==> src/rtl/multi_edge_pkg.sv <==
// Shared types and constants for the multi-channel edge detector.
// Optional feature macro used elsewhere: MULTI_EDGE_MEALY_EN.
package multi_edge_pkg;

    // Per-channel edge FSM encoding.
    typedef enum logic [1:0] {
        LOW  = 2'b00,
        RISE = 2'b01,
        HIGH = 2'b10,
        FALL = 2'b11
    } state_t;

    // Per-channel mode field: bit 0 enables rise ticks, bit 1 enables fall ticks.
    localparam logic [1:0] MODE_OFF  = 2'b00;
    localparam logic [1:0] MODE_RISE = 2'b01;
    localparam logic [1:0] MODE_FALL = 2'b10;
    localparam logic [1:0] MODE_BOTH = 2'b11;

    function automatic logic rise_en(input logic [1:0] m);
        return (m == MODE_RISE) || (m == MODE_BOTH);
    endfunction

    function automatic logic fall_en(input logic [1:0] m);
        return (m == MODE_FALL) || (m == MODE_BOTH);
    endfunction

endpackage

==> src/rtl/edge_chan.sv <==
// One channel: synchroniser, stability filter, 4-state Moore edge FSM.
// With MULTI_EDGE_MEALY_EN defined, also drives a combinational early tick.
module edge_chan
    import multi_edge_pkg::*;
#(
    parameter int SYNC_STAGES = 2,
    parameter int FILT_W      = 4
) (
    input  logic              clk,
    input  logic              reset,
    input  logic              level,
    input  logic [1:0]        mode,
    input  logic [FILT_W-1:0] filt_len,
    output logic              tick,
`ifdef MULTI_EDGE_MEALY_EN
    output logic              tick_early,
`endif
    output logic              level_q
);

    logic [SYNC_STAGES-1:0] sync_q;
    logic                   sync;
    logic                   stable;
    logic [FILT_W-1:0]      cnt;
    state_t                 state, state_nxt;

    assign sync = sync_q[SYNC_STAGES-1];

    // Shift the raw level through the synchroniser chain.
    always_ff @(posedge clk or negedge reset) begin
        if (!reset) sync_q <= '0;
        else        sync_q <= {sync_q[SYNC_STAGES-2:0], level};
    end

    // Accept a new level only after it has differed for filt_len+1 cycles;
    // >= lets a lowered filt_len take effect on a count already in flight.
    always_ff @(posedge clk or negedge reset) begin
        if (!reset) begin
            stable <= 1'b0;
            cnt    <= '0;
        end else if (sync == stable) begin
            cnt    <= '0;
        end else if (cnt >= filt_len) begin
            stable <= sync;
            cnt    <= '0;
        end else begin
            cnt    <= cnt + 1'b1;
        end
    end

    // FSM state register.
    always_ff @(posedge clk or negedge reset) begin
        if (!reset) state <= LOW;
        else        state <= state_nxt;
    end

    // Next state from the filtered level; RISE/FALL last exactly one cycle.
    always_comb begin
        state_nxt = state;
        case (state)
            LOW:  state_nxt = stable ? RISE : LOW;
            RISE: state_nxt = stable ? HIGH : FALL;
            HIGH: state_nxt = stable ? HIGH : FALL;
            FALL: state_nxt = stable ? RISE : LOW;
            default: state_nxt = LOW;
        endcase
    end

    assign tick    = ((state == RISE) && rise_en(mode)) ||
                     ((state == FALL) && fall_en(mode));
    assign level_q = stable;

`ifdef MULTI_EDGE_MEALY_EN
    // Early tick: fires in the cycle the FSM is about to enter RISE/FALL.
    assign tick_early = (((state == LOW)  || (state == FALL)) &&  stable && rise_en(mode)) ||
                        (((state == HIGH) || (state == RISE)) && !stable && fall_en(mode));
`endif

endmodule

==> src/rtl/multi_edge_detect.sv <==
// Multi-channel edge detector: CH independent edge_chan instances.
// Optional MULTI_EDGE_MEALY_EN adds the tick_early output port.
module multi_edge_detect
    import multi_edge_pkg::*;
#(
    parameter int CH          = 4,
    parameter int SYNC_STAGES = 2,
    parameter int FILT_W      = 4
) (
    input  logic              clk,
    input  logic              reset,
    input  logic [CH-1:0]     level,
    input  logic [2*CH-1:0]   mode,
    input  logic [FILT_W-1:0] filt_len,
    output logic [CH-1:0]     tick,
    output logic [CH-1:0]     level_q,
    output logic              edge_any
`ifdef MULTI_EDGE_MEALY_EN
    ,
    output logic [CH-1:0]     tick_early
`endif
);

    for (genvar i = 0; i < CH; i++) begin : gen_ch
        edge_chan #(
            .SYNC_STAGES (SYNC_STAGES),
            .FILT_W      (FILT_W)
        ) u_chan (
            .clk        (clk),
            .reset      (reset),
            .level      (level[i]),
            .mode       (mode[2*i +: 2]),
            .filt_len   (filt_len),
            .tick       (tick[i]),
`ifdef MULTI_EDGE_MEALY_EN
            .tick_early (tick_early[i]),
`endif
            .level_q    (level_q[i])
        );
    end

    assign edge_any = |tick;

endmodule
==> config.mk <==
export PLATFORM = sky130hd
export DESIGN_NAME = multi_edge_detect
export DESIGN_NICKNAME = d
export VERILOG_FILES = /design/src/rtl/multi_edge_pkg.sv /design/src/rtl/edge_chan.sv /design/src/rtl/multi_edge_detect.sv
export SDC_FILE = /design/constraint.sdc
export NUM_CORES = 1
export LEC_CHECK = 0
export ABC_AREA = 1
export BUFFER_PORTS_ARGS = -buffer_cell sky130_fd_sc_hd__buf_4
export CAP_MARGIN = 20
export CORE_MARGIN = 2
export CORE_UTILIZATION = 57
export DETAILED_ROUTE_END_ITERATION = 12
export GPL_TIMING_DRIVEN = 1
export HOLD_SLACK_MARGIN = 0.1
export PLACE_DENSITY = 0.86
export SKIP_CTS_REPAIR_TIMING = 1
export SLEW_MARGIN = 40
export SYNTH_ARGS = -nofsm -noshare
export SYNTH_HDL_FRONTEND = slang
export SYNTH_HIERARCHICAL = 1
export SYNTH_SLANG_ARGS = --single-unit
==> constraint.sdc <==
create_clock -name clk -period 1.6 [get_ports clk]
set_clock_uncertainty 0.15 [all_clocks]
set_input_delay 0.08 -clock clk [delete_from_list [all_inputs] [get_ports clk]]
set_output_delay 0.08 -clock clk [all_outputs]
set_load 0.03 [all_outputs]
==> out/metrics.csv <==
stage;metric;value;unit
critical_path;Slowest Stage Delay on Critical Path;0.40;ns
floorplanning;Initial Util;59.1;%
final_layout;final core utilization;71.8;%
synthesis;Syn. warnings;6;
place;Place WS;0.0618;ns
critical_path;crit end category;output port;
sta;RSZ-0062 raised after global routing;yes;
outcome;status;complete, but fails checks;
synthesis;Seq/Total Area, Yosys;45.7;%
cts;clock root cell;clkbuf_4;
power_and_ir_drop;PD cells;1520;mW/mm^2
synthesis;Mapped Avg Cell Area;9.35;sq um
detailed_routing;Initial DRC Count;54;
final_layout;Antenna Cells;0;
final_layout;Finished Cell Area;0.00240;sq mm
power_and_ir_drop;Peak supply drop;0.736;mV
floorplanning;die height;62.8;um
detailed_routing;Vias;1452;
critical_path;worst-path cell chain;ha_1 -> a22o_1 -> nor2_1 -> nand2_1 -> buf_6;
synthesis;Net Count, Synth;257;
sta;worst setup margin;-0.123;ns
global_routing;All-Layer GR Usage;18.9;%
sta;period utilisation layout;108;%
synthesis;Yosys reg bits;36;
detailed_routing;metal1 wirelength;1.44;mm
hold_path;Hold Path Class;input port to asynchronous set/reset pin;
place;DP HPWL;2.52;mm
synthesis;Post-Synthesis Cell Area;0.00197;sq mm
final_layout;commonest non-fill, non-tap cells in the layout;49 x nand2_1, 40 x inv_1, 36 x dfrtp_1;
global_routing;initial antenna violation count;0;
final_layout;final net count;296;
cts;clock insertion delay at the later pin of the skew report;0.33;ns
detailed_routing;DRC Markers;0;
detailed_routing;Final ANT Viol Nets;0;
power_and_ir_drop;Tot Pwr;0.00365;W
final_layout;area grow syn2layout;21.5;%
cts;CTS tree;yes;
detailed_routing;WL final;3.29;mm
place;Placer Congestion;0.831;
final_layout;area of the multi-input gates;966;sq um
final_layout;commonest non-fill, non-tap cell in the layout;nand2_1;
final_layout;share of layout cells above drive strength 1;20.3;%
place;post-placement cell area;0.00223;sq mm
detailed_routing;top layer used by detailed routing;met4;
detailed_routing;wire length on met2;1.68;mm
sta;Final Max Tran Viols;0;
detailed_routing;WL/cell;11.1;um
detailed_routing;Via density;4.89;
detailed_routing;first-pass detailed-route iteration total;4;
cts;CTS Buf Count;5;
cts;H-tree Lvls;2;
critical_path;Crit Path Max Fanout;2;
floorplanning;IO Pins;27;
flow_run;max-cap viol count;0;
floorplanning;core area;0.00334;sq mm
cts;clk slew on worst S/H paths;0.10;ns
critical_path;Slowest-stage cell, CP;dfrtp_1;
sta;fmax;581;MHz
global_routing;vias in the first global route;1424;
floorplanning;die width;62.8;um
critical_path;kind of critical path;flip-flop to output port;
critical_path;crit path DAT;1.49;ns
critical_path;WP data required;1.37;ns
cts;clock tree buffer depth;2;
power_and_ir_drop;leakage dissipation;1.37;nW
synthesis;Unique masters post-synth;14;
sta;# setup viols final;1;
sta;Fin. Hold Viols;0;
final_layout;Fillers;252;
critical_path;CP Buf/Inv Count;1;
floorplanning;Die ar.;0.00395;sq mm
detailed_routing;met3 routed WL;121;um
final_layout;register area;901;sq um
synthesis;cell count after synthesis;211;
sta;Final min period;1.72;ns
critical_path;Crit path max-delay family;flip-flops;
critical_path;R2R setup slack;0.10;ns
sta;Relative slew margins;71.3;%
global_routing;first-pass GRT wire length;5.81;mm
global_routing;grt ovf;0;
global_routing;largest net degree at the start of global routing;37;
sta;Slew @ Worst Pin;0.430;ns
critical_path;Startpoint Class;flip-flop;
outcome;failing checks;negative setup slack;
place;I/O Buffers;26;
floorplanning;# rows;21;
cts;Sinks on Clock Net;36;
## per-stage QoR
stage	setup TNS [ns]	hold WS [ns]	cells
after floorplan	0	-0.366	211
after global placement	0	-0.0945	283
after detailed placement	0	-0.0924	283
after CTS	-0.175	-0.472	291
after global routing	-0.230	0.101	297
final	-0.123	0.0699	297
## synth_stat cells
| library cell | instances | share of area (%) |
|---|---|---|
| dfrtp_1 | 36 | 46 |
| xor2_1 | 4 | 1.8 |
| xnor2_1 | 4 | 1.8 |
| nor2_1 | 14 | 2.7 |
| nand2_1 | 49 | 9.3 |
| o21bai_1 | 4 | 1.5 |
| nand3_1 | 8 | 2.0 |
| nand4_1 | 8 | 2.5 |
| a21oi_1 | 4 | 1.0 |
| nor2_2 | 4 | 1.3 |
| xor2_2 | 4 | 3.3 |
| inv_1 | 40 | 7.6 |
| ha_1 | 28 | 18 |
| a22o_1 | 4 | 1.8 |
## worst register-to-register path: cells and delay by family, from the launching register on
kind / cells / cell delay, ns
flip-flops: 1 / 0.41
AND/OR/NAND/NOR: 3 / 0.31
adder cells (fa/ha/maj): 1 / 0.30
AO/OA/AOI/OAI: 1 / 0.23
## where the power goes
part	total, W	internal [W]	switching (W)
clock network	0.000489	0.000217	0.000272
logic	0.00172	0.000762	0.000959
registers	0.00144	0.00118	0.000255
## routing by layer
layer / up-vias / global-route usage [%]
li1: 739 / -
met1: 680 / 21.7
met2: 25 / 32.8
met3: 8 / 5.41
met4: 0 / 8.61
met5: - / 0
## cell type report
type / instances / share of cell area [%]
tap: 46 / 2.40
timing repair buffer: 32 / 11.0
multi-input combinational: 135 / 40.3
clock buffer: 8 / 2.45
inverter: 40 / 6.26
sequential: 36 / 37.6
## registers in the layout, indices dropped and copies added, names as in the netlist
name	cells
gen_ch.u_chan/level_q	4
gen_ch.u_chan/sync_q	8
gen_ch.u_chan/cnt	16
gen_ch.u_chan/state	8
## cell families (layout without fill, tap and decap cells)
| group | Yosys count | in the layout | share of synthesized area [%] |
|---|---|---|---|
| buffers and inverters | 40 | 80 | 7.61 |
| adder cells (fa/ha/maj) | 28 | 28 | 17.8 |
| XOR/XNOR | 12 | 12 | 6.85 |
| flip-flops | 36 | 36 | 45.7 |
| AO/OA/AOI/OAI | 12 | 12 | 4.31 |
| AND/OR/NAND/NOR | 83 | 83 | 17.8 |
## path summary, 6_finish.rpt
check                                            from                          to  cells after the start
setup / recovery            gen_ch[1].u_chan/state[0]                    edge_any                      5
hold / removal                                  reset     gen_ch[3].u_chan/cnt[1]                      2
setup reg to reg              gen_ch[2].u_chan/cnt[3]    gen_ch[2].u_chan/level_q                      5
hold reg to reg            gen_ch[1].u_chan/sync_q[0]  gen_ch[1].u_chan/sync_q[1]                      0
max in group asynchronous                       reset     gen_ch[0].u_chan/cnt[3]                      2
min in group clk                          filt_len[3]    gen_ch[2].u_chan/level_q                      6
Note: power is estimated with default switching activity, not from simulation.
